==> config.mk <==
export PLATFORM = sky130hd
export DESIGN_NAME = nios_system_nios2_communication_div_cell
export DESIGN_NICKNAME = d
export VERILOG_FILES = /design/src/rtl/nios_system_nios2_communication_div_pkg.sv /design/src/rtl/nios_system_nios2_communication_div_step.sv /design/src/rtl/nios_system_nios2_communication_div_cell.sv
export SDC_FILE = /design/constraint.sdc
export NUM_CORES = 1
export LEC_CHECK = 0
export CORE_ASPECT_RATIO = 1.75
export CORE_MARGIN = 10
export CORE_UTILIZATION = 56
export CTS_CLUSTER_SIZE = 12
export DETAILED_ROUTE_END_ITERATION = 12
export GPL_ROUTABILITY_DRIVEN = 1
export HOLD_SLACK_MARGIN = 0.12
export MAX_ROUTING_LAYER = met4
export PLACE_DENSITY_LB_ADDON = 0.08
export SLEW_MARGIN = 10
export SYNTH_ARGS = -nofsm -noshare
export SYNTH_HDL_FRONTEND = slang
export SYNTH_HIERARCHICAL = 1
export SYNTH_SLANG_ARGS = --single-unit
export TNS_END_PERCENT = 20
==> constraint.sdc <==
create_clock -name clk -period 3.9 [get_ports clk]
set_input_delay 0.78 -clock clk [delete_from_list [all_inputs] [get_ports clk]]
set_output_delay 0.78 -clock clk [all_outputs]
set_load 0.02 [all_outputs]
==> src/rtl/nios_system_nios2_communication_div_pkg.sv <==
// Shared types and constants for the Nios II M-stage iterative divider.
// Optional build macro: NIOS_DIV_ZERO_FASTPATH_EN (see top module).
package nios_system_nios2_communication_div_pkg;

  localparam int DIV_DATA_W = 32;
  localparam int DIV_CNT_W  = $clog2(DIV_DATA_W + 1);

  localparam logic [DIV_DATA_W-1:0] DIV0_QUOTIENT = '1;

  typedef enum logic [1:0] {
    IDLE,
    RUN,
    FIX
  } div_state_e;

endpackage

==> src/rtl/nios_system_nios2_communication_div_step.sv <==
// One radix-2 restoring division step: shift, compare, subtract.
// Partial remainder comparison is done at DATA_W+1 bits.
module nios_system_nios2_communication_div_step #(
  parameter int DATA_W = 32
) (
  input  logic [DATA_W-1:0] rem_i,
  input  logic [DATA_W-1:0] quo_i,
  input  logic [DATA_W-1:0] dvs_i,
  output logic [DATA_W-1:0] rem_o,
  output logic [DATA_W-1:0] quo_o
);

  logic [DATA_W:0] shifted;
  logic            ge;

  assign shifted = {rem_i, quo_i[DATA_W-1]};
  assign ge      = (shifted >= {1'b0, dvs_i});

  // When ge holds the true difference is below 2^DATA_W,
  // so the modulo subtract on the low bits is exact.
  assign rem_o = ge ? (shifted[DATA_W-1:0] - dvs_i)
                    : shifted[DATA_W-1:0];
  assign quo_o = {quo_i[DATA_W-2:0], ge};

endmodule

==> src/rtl/nios_system_nios2_communication_div_cell.sv <==
// Iterative div/divu cell: restoring division on magnitudes plus sign fix-up.
// Define NIOS_DIV_ZERO_FASTPATH_EN to answer divide-by-zero in one cycle.
module nios_system_nios2_communication_div_cell
  import nios_system_nios2_communication_div_pkg::*;
#(
  parameter int DATA_W = DIV_DATA_W
) (
  input  logic              clk,
  input  logic              reset_n,
  input  logic              M_div_start,
  input  logic              M_div_abort,
  input  logic              M_div_signed,
  input  logic [DATA_W-1:0] M_div_src1,
  input  logic [DATA_W-1:0] M_div_src2,
  output logic              M_div_busy,
  output logic              M_div_done,
  output logic [DATA_W-1:0] M_div_cell_result,
  output logic [DATA_W-1:0] M_div_cell_rem
);

  localparam int CW = $clog2(DATA_W + 1);
  localparam logic [DATA_W-1:0] Q_DIV0 = DATA_W'(DIV0_QUOTIENT);
  localparam logic [CW-1:0] LAST = CW'(DATA_W - 1);

  div_state_e state_q, state_d;

  logic [CW-1:0]     cnt_q, cnt_d;
  logic [DATA_W-1:0] prem_q, prem_d;
  logic [DATA_W-1:0] quo_q, quo_d;
  logic [DATA_W-1:0] dvs_q, dvs_d;
  logic              negq_q, negq_d;
  logic              negr_q, negr_d;
  logic              div0_q, div0_d;
  logic [DATA_W-1:0] res_q, res_d;
  logic [DATA_W-1:0] remo_q, remo_d;
  logic              done_q, done_d;

  logic [DATA_W-1:0] step_rem;
  logic [DATA_W-1:0] step_quo;
  logic [DATA_W-1:0] abs1;
  logic [DATA_W-1:0] abs2;
  logic              in_div0;
  logic              s1_neg;
  logic              s2_neg;

  assign s1_neg  = M_div_signed & M_div_src1[DATA_W-1];
  assign s2_neg  = M_div_signed & M_div_src2[DATA_W-1];
  assign abs1    = s1_neg ? -M_div_src1 : M_div_src1;
  assign abs2    = s2_neg ? -M_div_src2 : M_div_src2;
  assign in_div0 = (M_div_src2 == '0);

  nios_system_nios2_communication_div_step #(
    .DATA_W (DATA_W)
  ) u_step (
    .rem_i (prem_q),
    .quo_i (quo_q),
    .dvs_i (dvs_q),
    .rem_o (step_rem),
    .quo_o (step_quo)
  );

  always_comb begin
    state_d = state_q;
    cnt_d   = cnt_q;
    prem_d  = prem_q;
    quo_d   = quo_q;
    dvs_d   = dvs_q;
    negq_d  = negq_q;
    negr_d  = negr_q;
    div0_d  = div0_q;
    res_d   = res_q;
    remo_d  = remo_q;
    done_d  = 1'b0;
    unique case (state_q)
      IDLE: begin
        if (M_div_start && !M_div_abort) begin
          negq_d = s1_neg ^ s2_neg;
          negr_d = s1_neg;
          div0_d = in_div0;
          dvs_d  = abs2;
          // Divisor 0 shifts the raw dividend through as remainder.
          quo_d  = in_div0 ? M_div_src1 : abs1;
          prem_d = '0;
          cnt_d  = '0;
`ifdef NIOS_DIV_ZERO_FASTPATH_EN
          if (in_div0) begin
            res_d  = Q_DIV0;
            remo_d = M_div_src1;
            done_d = 1'b1;
          end else begin
            state_d = RUN;
          end
`else
          state_d = RUN;
`endif
        end
      end
      RUN: begin
        if (M_div_abort) begin
          state_d = IDLE;
        end else begin
          prem_d = step_rem;
          quo_d  = step_quo;
          cnt_d  = cnt_q + CW'(1);
          if (cnt_q == LAST) begin
            state_d = FIX;
          end
        end
      end
      FIX: begin
        state_d = IDLE;
        if (!M_div_abort) begin
          done_d = 1'b1;
          if (div0_q) begin
            res_d  = Q_DIV0;
            remo_d = prem_q;
          end else begin
            res_d  = negq_q ? -quo_q : quo_q;
            remo_d = negr_q ? -prem_q : prem_q;
          end
        end
      end
      default: state_d = IDLE;
    endcase
  end

  always_ff @(posedge clk or negedge reset_n) begin
    if (!reset_n) begin
      state_q <= IDLE;
      cnt_q   <= '0;
      prem_q  <= '0;
      quo_q   <= '0;
      dvs_q   <= '0;
      negq_q  <= 1'b0;
      negr_q  <= 1'b0;
      div0_q  <= 1'b0;
      res_q   <= '0;
      remo_q  <= '0;
      done_q  <= 1'b0;
    end else begin
      state_q <= state_d;
      cnt_q   <= cnt_d;
      prem_q  <= prem_d;
      quo_q   <= quo_d;
      dvs_q   <= dvs_d;
      negq_q  <= negq_d;
      negr_q  <= negr_d;
      div0_q  <= div0_d;
      res_q   <= res_d;
      remo_q  <= remo_d;
      done_q  <= done_d;
    end
  end

  assign M_div_busy        = (state_q != IDLE);
  assign M_div_done        = done_q;
  assign M_div_cell_result = res_q;
  assign M_div_cell_rem    = remo_q;

endmodule

==> flow_metrics.py, run 1 <==
metrics = {
    "setup_path": {
        "crit_chain": "inv_1, ha_1, fa_1, nor2b_1, o31a_1, o21ai_0, o31ai_1, a21oi_1, or3b_2, nand3_1, mux2_4, a22o_1",
        "cpPeakStageDelay_ns": 0.52,
        "crit_required_ns": 4.28,
        "cp_num_buf_inv": 1,
        "rrSetupSlack_ns": 0.32,
        "critical-path-top-delay-family": "compound AO/OA/AOI/OAI gates",
        "worstPathMaxFanout": 4,
        "endpoint_kind": "register",
        "path_class": "register to register",
        "cp-start-kind": "register",
        "cp.arrival_ns": 3.95,
        "crit_slowest_cell": "or3b_2",
    },
    "global_routing": {
        "grt_pass1_vias": 11100,
        "overflow": 0,
        "grt_util_all_layers_pct": 27.9,
        "grt_max_degree": 83,
        "grt_pass1_wl_mm": 58.4,
        "antenna_found_initial": 4,
    },
    "placement": {
        "gp_congestion": 1.03,
        "dp.final_hpwl_mm": 28.5,
        "io_buffer_count": 134,
        "dp.cells": 1729,
    },
    "die": {
        "die_area_um2": 27800,
        "die_y_um": 213,
        "start_util_pct": 57.0,
        "core-area_um2": 20900,
        "io_pins": 135,
        "fp-row-count": 70,
        "die_x_um": 130,
    },
    "synth": {
        "async_flop_share_pct": 100,
        "avgSynthCellArea_um2": 8.49,
        "synth_seq_cells": 172,
        "synth_area_um2": 11900,
        "ys_seq_area_share_pct": 36.0,
        "netlist_instances": 1406,
        "synth-edff-count": 0,
        "synth-main-ff-cell": "dfrtp_1",
        "synth_nets": 1513,
        "synth.distinct_cells": 78,
        "synth-warning-count": 6,
    },
    "clock_tree": {
        "clk_latency_ns": 0.44,
        "hold_buffers": 0,
        "cts_setup_buffers": 0,
        "cts_buffers": 17,
        "cts_root_buf": "clkbuf_16",
        "clockBufferDepth": 2,
        "ctsResizeCount": 0,
        "h-tree-depth": 4,
        "cts_tree": "done",
        "cts.sinks": 172,
        "cts.clk_slew.worst_paths_ns": 0.06,
    },
    "routing": {
        "drtPass1Iterations": 5,
        "drt-initial-drc-count": 837,
        "routed-via-count": 11000,
        "drc": 0,
        "avgViaCountPerCell": 6.22,
        "antenna_left": 0,
        "highest_layer": "met4",
        "routed-wl-met3_mm": 1.41,
        "wl_met1_mm": 12.8,
        "wl_per_cell_um": 21.3,
        "routed_wl_mm": 37.6,
        "wl_met2_mm": 20.6,
    },
    "timing": {
        "max_slew_margin_pct": 41.3,
        "drv_slew": 0,
        "max_freq_ghz": 0.280,
        "worstMarginPinSlew_ns": 0.876,
        "tns_ns": 0,
        "skew_ns": 0.00954,
        "finalHoldViolCount": 0,
        "fin_crit_ns": 3.58,
        "finalSetupViolCount": 0,
        "fin_crit_sh_pct": 91.7,
        "rsz0062_at_grt": "false",
    },
    "finish": {
        "syn2layout_area_growth_pct": 17.4,
        "fillers": 1789,
        "fin_nets": 1603,
        "drive_gt1_share_pct": 9.42,
        "finalNonFillerCells": 1764,
    },
    "power": {
        "p_comb_share_pct": 53.2,
        "power.leakage_nw": 5.98,
        "pwr-share-seq_pct": 28.4,
        "ir_drop_mv": 0.317,
        "power_frac_clock_pct": 18.4,
        "power_density_nw_per_um2": 668,
        "power.switching_mw": 4.01,
        "switching_share_pct": 42.8,
        "p_int_mw": 5.35,
    },
    "job": {
        "cap_violations": 0,
    },
    "min_path": {
        "hp-class": "input port to asynchronous set/reset pin",
    },
    "outcome": {
        "status": "complete, no violations",
    },
}
## power groups by stage
stage | logic [mW] | registers [mW] | clock network, mW
2_1_floorplan | 3.79 | 2.47 | 0
3_3_place_gp | 4.77 | 2.65 | 0
3_5_place_dp | 4.86 | 2.67 | 0
4_1_cts | 4.90 | 2.64 | 1.75
5_1_grt | 5.38 | 2.70 | 1.82
6_report | 4.98 | 2.66 | 1.72
## worst paths after layout
path	cells after the start	from	endpoint
max	12	quo_q[31]$_DFFE_PN0P_	prem_q[30]$_DFFE_PN0P_
min	1	reset_n	M_div_cell_rem[7]$_DFFE_PN0P_
min reg2reg	2	M_div_cell_rem[14]$_DFFE_PN0P_	M_div_cell_rem[14]$_DFFE_PN0P_
max reg2reg	12	quo_q[31]$_DFFE_PN0P_	prem_q[30]$_DFFE_PN0P_
min in group clk	2	M_div_cell_rem[14]$_DFFE_PN0P_	M_div_cell_rem[14]$_DFFE_PN0P_
max in group asynchronous	2	reset_n	M_div_cell_result[25]$_DFFE_PN0P_
## worst register-to-register path: cells and delay by family, from the launching register on
family,cells,cell delay (ns)
DFF,1,0.47
muxes,1,0.16
AOI/OAI and AO/OA,5,1.25
and+or+nand+nor,3,0.86
buffers and inverters,1,0.11
adders and majority gates,2,0.67
## area by class of cell
cell class,instances,area (um^2),share of cell area [%]
antenna,4,10.0,0.0714
clock buffer,22,474,3.38
clock inverter,9,114,0.813
inverter,56,210,1.50
multi-input combinational,1072,6880,49.1
sequential,172,4300,30.7
tap,252,315,2.25
timing repair buffer,177,1700,12.2
## cell usage in the layout, fill, tap and decap left out, types with 13 or more instances in the layout
cell / netlist / layout
or4_1: 15 / 15
o21ai_0: 119 / 119
dfrtp_1: 172 / 172
nor3_1: 41 / 41
clkdlybuf4s50_1: 0 / 133
mux2_2: 21 / 21
nand3_1: 20 / 20
a31oi_1: 13 / 13
inv_1: 54 / 54
nor4_1: 26 / 26
nor2_1: 149 / 148
xnor2_1: 78 / 78
xor2_1: 58 / 58
o22ai_1: 23 / 23
nand4_1: 16 / 16
nand2_1: 134 / 133
a21oi_1: 107 / 107
buf_4: 32 / 40
ha_1: 37 / 37
o31ai_1: 18 / 18
o41ai_1: 13 / 13
a22o_1: 32 / 32
clkbuf_16: 0 / 17
## cell families (layout without fill, tap and decap cells)
kind of cell	after synthesis	in the layout	synth area share, %
compound gates	397	397	21.1
flops	172	172	36.0
mux	37	37	3.70
other cells	0	4	0
xor+xnor	136	136	9.98
simple gates	464	464	18.6
fa+ha+maj	38	38	4.04
buf+inv	162	264	6.52
## metrics by stage
step                worst slack [ns]  power (mW)  hold slack [ns]  area [um^2]  utilization, %
floorplan                      0.769        6.26            0.439        11900               -
global placement               0.328        7.43            0.454        13400            64.1
detailed placement             0.298        7.53            0.469        13400            64.1
CTS                            0.471        9.29            0.433        14000            66.9
global route                   0.203        9.90            0.449        14000            66.9
finish                         0.325        9.36            0.396        14000            66.9
## state kept, by name (all words and copies together), names as in the netlist, 2 cells and up
| name | count |
|---|---|
| M_div_cell_rem | 32 |
| M_div_cell_result | 32 |
| dvs_q | 32 |
| prem_q | 32 |
| quo_q | 32 |
| cnt_q | 6 |
| state_q | 2 |
## synth_stat cells, types with 4 or more instances
master    count  area, um^2
dfrtp_1     172        4300
nor2_1      149         559
nand2_1     134         503
o21ai_0     119         596
a21oi_1     107         536
xnor2_1      78         683
clkbuf_1     60         225
xor2_1       58         508
inv_1        54         203
nor3_1       41         205
ha_1         37         463
a22o_1       32         280
buf_4        32         240
nor4_1       26         163
o22ai_1      23         144
mux2_2       21         236
nand3_1      20         100
o31ai_1      18         135
nand4_1      16         100
or4_1        15         113
a31oi_1      13        81.3
o41ai_1      13         114
nor2b_1      12        75.1
a21o_1       10        75.1
mux2_4        9         135
and2_1        7        43.8
mux2i_1       7        70.1
a221oi_1      6        52.6
buf_1         6        22.5
nand2b_1      6        37.5
nor3b_1       6        45.0
a211oi_1      5        37.5
a31o_2        5        43.8
and3_1        5        31.3
o211ai_1      5        37.5
o21a_1        5        37.5
or3_1         5        31.3
buf_6         4        45.0
o21bai_1      4        30.0
or2_2         4        25.0
## routing by layer
metal / vias up / track usage (%)
met5: - / -
met1: 5273 / 25.8
met4: 0 / 20.6
met2: 380 / 50.9
met3: 147 / 3.65
li1: 5176 / -
Power figures use the tool's default switching activity.
==> run 2: changes to the inputs <==
- CORE_ASPECT_RATIO: 1.75 -> 1.2
==> flow_metrics.py, run 2 (synthesis results as in run 1) <==
metrics = {
    "clock_tree": {
        "clk_latency_ns": 0.44,
        "cts_tree": "done",
        "clockBufferDepth": 2,
        "cts_root_buf": "clkbuf_16",
        "cts.sinks": 172,
        "h-tree-depth": 4,
        "ctsResizeCount": 0,
        "cts.clk_slew.worst_paths_ns": 0.07,
        "cts_buffers": 17,
        "cts_setup_buffers": 0,
        "hold_buffers": 0,
    },
    "die": {
        "fp-row-count": 58,
        "die_y_um": 180,
        "die_area_um2": 27600,
        "start_util_pct": 56.9,
        "core-area_um2": 21000,
        "io_pins": 135,
        "die_x_um": 153,
    },
    "timing": {
        "max_slew_margin_pct": 38.4,
        "tns_ns": 0,
        "fin_hold_ws_ns": 0.359,
        "finalHoldViolCount": 0,
        "skew_ns": 0.0194,
        "fin_crit_ns": 3.44,
        "finalSetupViolCount": 0,
        "fin_crit_sh_pct": 88.1,
        "rsz0062_at_grt": "false",
        "max_freq_ghz": 0.291,
        "worst_slack_ns": 0.462,
        "worstMarginPinSlew_ns": 0.920,
        "drv_slew": 0,
    },
    "routing": {
        "drt-initial-drc-count": 835,
        "antenna_left": 0,
        "routed-via-count": 10700,
        "routed_wl_mm": 35.6,
        "wl_per_cell_um": 20.1,
        "avgViaCountPerCell": 6.06,
        "drc": 0,
        "drtPass1Iterations": 5,
    },
    "power": {
        "switching_share_pct": 43.5,
        "finalPower_mw": 9.19,
        "power_frac_clock_pct": 18.9,
        "power_density_nw_per_um2": 658,
        "p_int_mw": 5.19,
        "p_comb_share_pct": 52.0,
        "ir_drop_mv": 0.357,
        "power.leakage_nw": 5.94,
        "power.switching_mw": 4.00,
        "pwr-share-seq_pct": 29.1,
    },
    "finish": {
        "drive_gt1_share_pct": 9.07,
        "layout_commonest_cell": "dfrtp_1",
        "antenna_cells": 0,
        "fillers": 1787,
        "layout_common_cells": "172 x dfrtp_1, 148 x nor2_1, 133 x nand2_1, 133 x clkdlybuf4s50_1, 119 x o21ai_0",
        "syn2layout_area_growth_pct": 17.0,
        "fin_nets": 1594,
        "fin_util_pct": 66.6,
    },
    "setup_path": {
        "endpoint_kind": "register",
        "worstPathMaxFanout": 7,
        "path_class": "register to register",
        "cp.arrival_ns": 3.76,
        "crit_required_ns": 4.22,
        "cp-start-kind": "register",
        "rrSetupSlack_ns": 0.46,
    },
    "min_path": {
        "hp-class": "input port to asynchronous set/reset pin",
    },
    "placement": {
        "dp_worst_setup_slack_ns": 0.269,
        "gp_congestion": 1.02,
        "dp.final_hpwl_mm": 27.0,
        "io_buffer_count": 134,
    },
    "global_routing": {
        "grt_util_all_layers_pct": 25.8,
        "antenna_found_initial": 0,
        "grt_pass1_vias": 10500,
        "grt_pass1_wl_mm": 56.4,
        "overflow": 0,
        "grt_max_degree": 74,
    },
    "job": {
        "cap_violations": 0,
    },
    "outcome": {
        "status": "complete, no violations",
    },
}
==> run 2: cell count changes in the layout (fill, tap and decap cells not counted), moves of 2 or more <==
cell and delta:
clkbuf_8 -3, clkinv_4 -3, diode_2 -4, buf_4 -9, inv_6 +4, clkinv_2 -2, clkinv_8 +4, bufinv_16 -2
clkbuf_1 -2, inv_8 +4
==> run 2: worst paths after layout <==
kind | startpoint | end | cells past startpoint
worst min register to register | dvs_q[31]$_DFFE_PN0P_ | dvs_q[31]$_DFFE_PN0P_ | 2
worst max-delay path | prem_q[6]$_DFFE_PN0P_ | prem_q[25]$_DFFE_PN0P_ | 12
max in group asynchronous | reset_n | M_div_cell_result[31]$_DFFE_PN0P_ | 2
worst max register to register | prem_q[6]$_DFFE_PN0P_ | prem_q[25]$_DFFE_PN0P_ | 12
worst min-delay path | reset_n | M_div_cell_rem[8]$_DFFE_PN0P_ | 1
min in group clk | dvs_q[31]$_DFFE_PN0P_ | dvs_q[31]$_DFFE_PN0P_ | 2
==> run 2: per-stage QoR <==
step | area, um^2 | instances
after detailed placement | 13400 | 1738
final | 14000 | 1770
after global routing | 14000 | 1770
after CTS | 14000 | 1770
after floorplan | 11900 | 1406
after global placement | 13400 | 1738
==> run 2: power by group through the flow <==
stage,clock network (mW),logic (mW),registers (mW)
floorplan,0,3.79,2.47
global placement,0,4.67,2.68
detailed placement,0,4.72,2.70
CTS,1.75,4.75,2.66
global route,1.83,5.25,2.72
finish,1.73,4.78,2.68
==> run 2: worst max-delay path, cell delays in order (launching register included) <==
cell	delay, ns
dfrtp_1	0.46
ha_1	0.39
a21oi_2	0.24
a211oi_1	0.11
or3_4	0.39
nor4b_4	0.41
o21ai_2	0.14
a31oi_4	0.25
o21a_4	0.17
inv_2	0.07
buf_4	0.18
mux2_4	0.30
a22o_1	0.21
==> run 2: cell type report <==
class / instances / area (um^2) / share of cell area [%]
multi-input combinational: 1072 / 6880 / 49.3
sequential: 172 / 4300 / 30.8
timing repair buffer: 168 / 1640 / 11.7
clock buffer: 17 / 425 / 3.05
tap: 270 / 338 / 2.42
inverter: 56 / 210 / 1.51
clock inverter: 15 / 170 / 1.22
==> run 2: metal layers <==
metal | GRT usage [%] | vias up | wire [um]
met1 | 28.7 | 5146 | 14300
met3 | 3.80 | 81 | 1510
met5 | - | - | 0
met4 | 11.7 | 0 | 1470
met2 | 44.7 | 335 | 18300
li1 | - | 5160 | -
